**config.mk**
```make
export PLATFORM = sky130hd
export DESIGN_NAME = hv_stream_loader
export DESIGN_NICKNAME = d
export VERILOG_FILES = /design/src/rtl/hv_stream_loader.sv
export SDC_FILE = /design/constraint.sdc
export NUM_CORES = 2
export LEC_CHECK = 0
export ABC_AREA = 1
export BUFFER_PORTS_ARGS = -buffer_cell sky130_fd_sc_hd__buf_2
export CAP_MARGIN = 20
export CORE_ASPECT_RATIO = 1.2
export CORE_MARGIN = 2
export CORE_UTILIZATION = 30
export DETAILED_ROUTE_END_ITERATION = 8
export SYNTH_ARGS = -nofsm -noshare
export SYNTH_HDL_FRONTEND = slang
export SYNTH_SLANG_ARGS = --single-unit
```
**constraint.sdc**
```tcl
create_clock -name clk -period 2.65 [get_ports clk]
set_input_delay 0.1325 -clock clk [delete_from_list [all_inputs] [get_ports clk]]
set_output_delay 0.1325 -clock clk [all_outputs]
set_load 0.01 [all_outputs]
```
**src/rtl/hv_stream_loader.sv**
```systemverilog
// -----------------------------------------------------------------------------
// hv_stream_loader
//
// Purpose:
//   Reassembles a hypervector of DIM+1 bits from a stream of 32-bit words and
//   presents it to the core array under a valid/ready handshake. Two vector
//   registers are used: an assembly register that fills from the stream and a
//   holding register that drives hv_d. While the holding register is busy, one
//   further vector may be completed in the assembly register. The stream is
//   then stalled until the core array takes the presented vector.
//
// Ports:
//   clk        in   1       clock
//   rst        in   1       asynchronous reset, active low
//   src_v      in   1       stream word valid
//   src_d      in   32      stream word data
//   src_last   in   1       final word of a vector (used only with frame check)
//   src_ready  out  1       loader accepts a word this cycle
//   hv_v       out  1       hv_d holds a complete vector
//   hv_ready   in   1       core array consumes hv_d
//   hv_d       out  DIM+1   assembled vector
//   word_i     out  IW      index of the next word to be written
//   err        out  1       sticky framing error
//
// Word k of a vector lands in bits [32k+31:32k].
//
// Optional feature (macro HV_LOADER_FRAME_CHECK_EN):
//   src_last is checked on every accepted word. An early last closes the
//   vector with the remaining words zero-filled. A missing last on the final
//   word still completes the vector. Both cases set the sticky err flag.
//   Without the macro, src_last is ignored and err stays 0.
// -----------------------------------------------------------------------------
module hv_stream_loader #(
  parameter int DIM   = 1023,
  parameter int WORDS = (DIM + 1) / 32,
  parameter int IW    = 6
) (
  input  logic          clk,
  input  logic          rst,
  input  logic          src_v,
  input  logic [31:0]   src_d,
  input  logic          src_last,
  output logic          src_ready,
  input  logic          hv_ready,
  output logic          hv_v,
  output logic [DIM:0]  hv_d,
  output logic [IW-1:0] word_i,
  output logic          err
);

  typedef enum logic [0:0] {
    FILL = 1'b0,
    HOLD = 1'b1
  } state_e;

  localparam logic [IW-1:0] LAST_IDX = IW'(WORDS - 1);

  state_e        state_q, state_d;
  logic          src_ready_q, src_ready_d;
  logic          hv_v_q, hv_v_d;
  logic [DIM:0]  hv_d_q, hv_d_d;
  logic [DIM:0]  asm_q, asm_d;
  logic [IW-1:0] word_q, word_d;
  logic          err_q, err_d;

  logic          xfer_s;
  logic          last_word_s;
  logic          frame_end_s;
  logic          frame_err_s;
  logic          done_s;
  logic          consume_s;
  logic [DIM:0]  merged_s;

  assign xfer_s      = src_v & src_ready_q;
  assign last_word_s = (word_q == LAST_IDX);
  assign consume_s   = hv_v_q & hv_ready;

`ifdef HV_LOADER_FRAME_CHECK_EN
  // A vector ends on the word-count limit or on src_last, whichever comes first.
  // Disagreement between the two is a framing error.
  assign frame_end_s = src_last | last_word_s;
  assign frame_err_s = xfer_s & (src_last ^ last_word_s);
`else
  logic unused_src_last_s;
  assign unused_src_last_s = src_last;
  assign frame_end_s       = last_word_s;
  assign frame_err_s       = 1'b0;
`endif

  assign done_s = xfer_s & frame_end_s;

  // Assembly register with the current stream word written into slot word_q.
  // The assembly register is cleared whenever its contents move out. This keeps
  // unwritten slots at zero, which provides the zero-fill after an early last.
  always_comb begin
    merged_s = asm_q;
    for (int w = 0; w < WORDS; w++) begin
      if (word_q == IW'(w)) begin
        merged_s[32*w +: 32] = src_d;
      end else begin
        merged_s[32*w +: 32] = asm_q[32*w +: 32];
      end
    end
  end

  // Next-state decode for the fill/hold FSM and its datapath registers.
  always_comb begin
    state_d = state_q;
    hv_v_d  = hv_v_q;
    hv_d_d  = hv_d_q;
    asm_d   = asm_q;
    word_d  = word_q;
    err_d   = err_q | frame_err_s;

    case (state_q)
      FILL: begin
        if (done_s) begin
          word_d = {IW{1'b0}};
          if (!hv_v_q || hv_ready) begin
            // Holding register is free or drains on this edge: hand over directly.
            hv_d_d = merged_s;
            hv_v_d = 1'b1;
            asm_d  = {(DIM+1){1'b0}};
          end else begin
            // Park the completed vector and stall the stream.
            asm_d   = merged_s;
            state_d = HOLD;
          end
        end else if (xfer_s) begin
          asm_d  = merged_s;
          word_d = word_q + IW'(1);
          if (consume_s) begin
            hv_v_d = 1'b0;
          end else begin
            hv_v_d = hv_v_q;
          end
        end else begin
          if (consume_s) begin
            hv_v_d = 1'b0;
          end else begin
            hv_v_d = hv_v_q;
          end
        end
      end

      HOLD: begin
        if (consume_s) begin
          hv_d_d  = asm_q;
          hv_v_d  = 1'b1;
          asm_d   = {(DIM+1){1'b0}};
          state_d = FILL;
        end else begin
          state_d = HOLD;
        end
      end

      default: begin
        state_d = FILL;
      end
    endcase

    src_ready_d = (state_d == FILL);
  end

  // State and output registers. The asynchronous reset clears everything,
  // including any partially assembled vector.
  always_ff @(posedge clk or negedge rst) begin
    if (!rst) begin
      state_q     <= FILL;
      src_ready_q <= 1'b0;
      hv_v_q      <= 1'b0;
      hv_d_q      <= {(DIM+1){1'b0}};
      asm_q       <= {(DIM+1){1'b0}};
      word_q      <= {IW{1'b0}};
      err_q       <= 1'b0;
    end else begin
      state_q     <= state_d;
      src_ready_q <= src_ready_d;
      hv_v_q      <= hv_v_d;
      hv_d_q      <= hv_d_d;
      asm_q       <= asm_d;
      word_q      <= word_d;
      err_q       <= err_d;
    end
  end

  assign src_ready = src_ready_q;
  assign hv_v      = hv_v_q;
  assign hv_d      = hv_d_q;
  assign word_i    = word_q;
  assign err       = err_q;

endmodule
```
==> impl_metrics.yaml <==
status:
  status: "complete, no violations"
sta:
  fmax_mhz: 395
  finalCritPeriodShare: 0.954
  setup_slack_ns: 0.121
  slew_headroom: 0.208
  rsz0062_at_grt: "yes"
  setup_viol: 0
  fin_skew_ns: 0.0671
  fin_crit_ns: 2.53
  hold_viol: 0
  setup_tns_ns: 0
  drv_slew: 0
  worstMarginPinSlew_ns: 1.19
global_route:
  grt_pass1_wl_um: 616000
  antenna_found_initial: 21
  grt_max_degree: 218
  grt_pass1_vias: 91492
  groute.usage.overall: 0.235
  gr-total-overflow: 0
logic_synthesis:
  ys_types: 22
  synth_ff_type: "dfrtp_1"
  async_flop_share: 1.00
  synth-seq-area-share: 0.507
  yosysWarnings: 0
  synthCells: 13621
  ys_top_cells_by_area: "dfrtp_1 51%, nand2_1 22%, nand3_1 11%, o22ai_1 6.3%, inv_1 4.0%"
  syn_area_um2: 101000
  ys_ff_latch: 2057
  synth_top_area_cell: "dfrtp_1"
  synth_common_cells: "5846 x nand2_1, 2150 x nand3_1, 2057 x dfrtp_1"
  syn_avg_cell_area_um2: 7.45
  synth_most_common_cell: "nand2_1"
  synth_top_area_share: 0.507
  synth-edff-count: 0
  synth_nets: 13662
final_layout:
  drive_gt1_frac: 0.135
  finalInstanceArea_um2: 121000
  area_delta_synth_final_pct: 19.6
  fin_util: 0.361
  layout.nets: 14259
power_and_ir_drop:
  p_total_w: 0.0663
  vdd_drop_max_mv: 0.602
  power.leakage_nw: 65.6
  powerDensity_nw_per_um2: 546
die:
  rows: 233
  start_util: 0.302
  fp.coreArea_um2: 336000
  die-area_um2: 343000
  io_pins: 1070
  die_width_um: 535
  die_h_um: 641
drt:
  dr.pass1.iters: 6
  vias: 98711
  finalWirelength_um: 422000
  routed_wire_length_per_instance_um: 22.3
  ant_nets: 0
  via_per_inst: 5.23
  drc: 0
  drtIter0Drc: 11615
cts:
  cts-buffers-inserted: 219
  clkTransAtPathRegs_ns: 0.07
  root_buffer: "clkbuf_16"
  numClockSinks: 2057
  clkLatencyLatePin_ns: 0.90
  postCtsSetupBuffers: 0
  cts_max_level: 4
  cts_tree: "yes"
  cts.path.max_buffers: 4
critical_path:
  worstPathRequired_ns: 3.34
  worstSetupEndpointType: "register"
  critPathMaxFanout: 94
  critPathKind: "reg2reg"
  start_kind: "register"
  crit_arrival_ns: 3.22
place:
  post_dp_cell_area_um2: 113000
  post-place-ws_ns: 0.140
  gp_congestion: 0.833
  dp.final_hpwl_um: 264000
  io_buffers: 1067
hold_path:
  hp-class: "in2reg"
flow_run:
  max_cap_violations: 0
==> per-stage QoR <==
step                      hold WS [ns]  std cells
after floorplan                 -0.163      13621
after global placement          0.0922      18429
after detailed placement         0.101      18429
after CTS                      0.00247      18863
after global routing            0.0580      18868
final                           0.0961      18871
==> cell type report <==
class	count	area [µm²]
Antenna cell	6	15.0
Clock buffer	315	6330
Clock inverter	88	1210
Fill cell	34561	215000
Inverter	1074	4090
Multi-Input combinational cell	9327	41200
Sequential cell	2057	51500
Tap cell	4465	5590
Timing Repair Buffer	1539	11400
==> placed cells by master (no fill, tap or decap), types with 48 or more instances in the layout <==
master,count
nand2_1,5840
nand3_1,2146
dfrtp_1,2055
buf_2,1066
inv_1,1039
o22ai_1,1025
nand4_1,257
buf_4,251
clkbuf_16,222
buf_12,180
clkinv_2,68
clkbuf_1,48
==> power breakdown <==
group	switching (W)	internal [W]	total, W
clock network	0.0141	0.0189	0.0330
logic	0.00162	0.000270	0.00189
registers	0	0.0314	0.0314
total	0.0157	0.0506	0.0663
==> registers in the layout, indices dropped and copies added (netlist names) <==
| name | cells |
|---|---|
| word_i | 6 |
| src_ready | 1 |
| hv_d | 1024 |
| hv_v | 1 |
| state_q | 1 |
| asm_q | 1024 |
==> repair_timing <==
action | in CTS | in global routing
setup endpoints to repair | 0 | 92
hold endpoints to repair | 2037 | 0
hold buffers | 31 | 0
gates resized for setup | 0 | 11
==> worst max-delay path, stage by stage (launching register included) <==
cell	delay (ns)
dfrtp_4	0.54
inv_8	0.18
nor2_1	0.14
inv_8	0.18
nand2_8	0.20
nand2_4	0.21
buf_12	0.20
buf_16	0.38
o22ai_1	0.18
==> logic make-up (layout without fill, tap and decap cells) <==
family                     Yosys count  after routing  share of synthesized area
and+or+nand+nor                   8290           8290                      0.340
adders and majority gates            4              4                   0.000493
DFF                               2057           2057                      0.507
xor gates and xnor gates             2              2                   0.000173
AOI/OAI and AO/OA                 1030           1030                     0.0634
other                                1              7                  0.0000370
buffers and inverters             2237           3016                     0.0889
==> final timing paths <==
path                            cells after the start          to  startpoint  slack [ns]
worst max register to register                      8  asm_q[434]     state_q        0.12
worst min-delay path                                5  asm_q[934]    src_d[6]         0.1
max in group asynchronous                           4   hv_d[445]         rst        1.54
min in group asynchronous                           3  asm_q[801]         rst        0.13
worst min register to register                      2   hv_d[442]   hv_d[442]        0.50
worst max-delay path                                8  asm_q[434]     state_q        0.12
==> routing by layer <==
metal / routed length [µm] / track usage / part of all wire
met1: 174000 / 0.321 / 0.41
met2: 190000 / 0.361 / 0.45
met3: 34300 / 0.0359 / 0.081
met4: 24300 / 0.121 / 0.058
met5: 8 / 0 / 0.000019
Note: power is estimated with default switching activity, not from simulation.
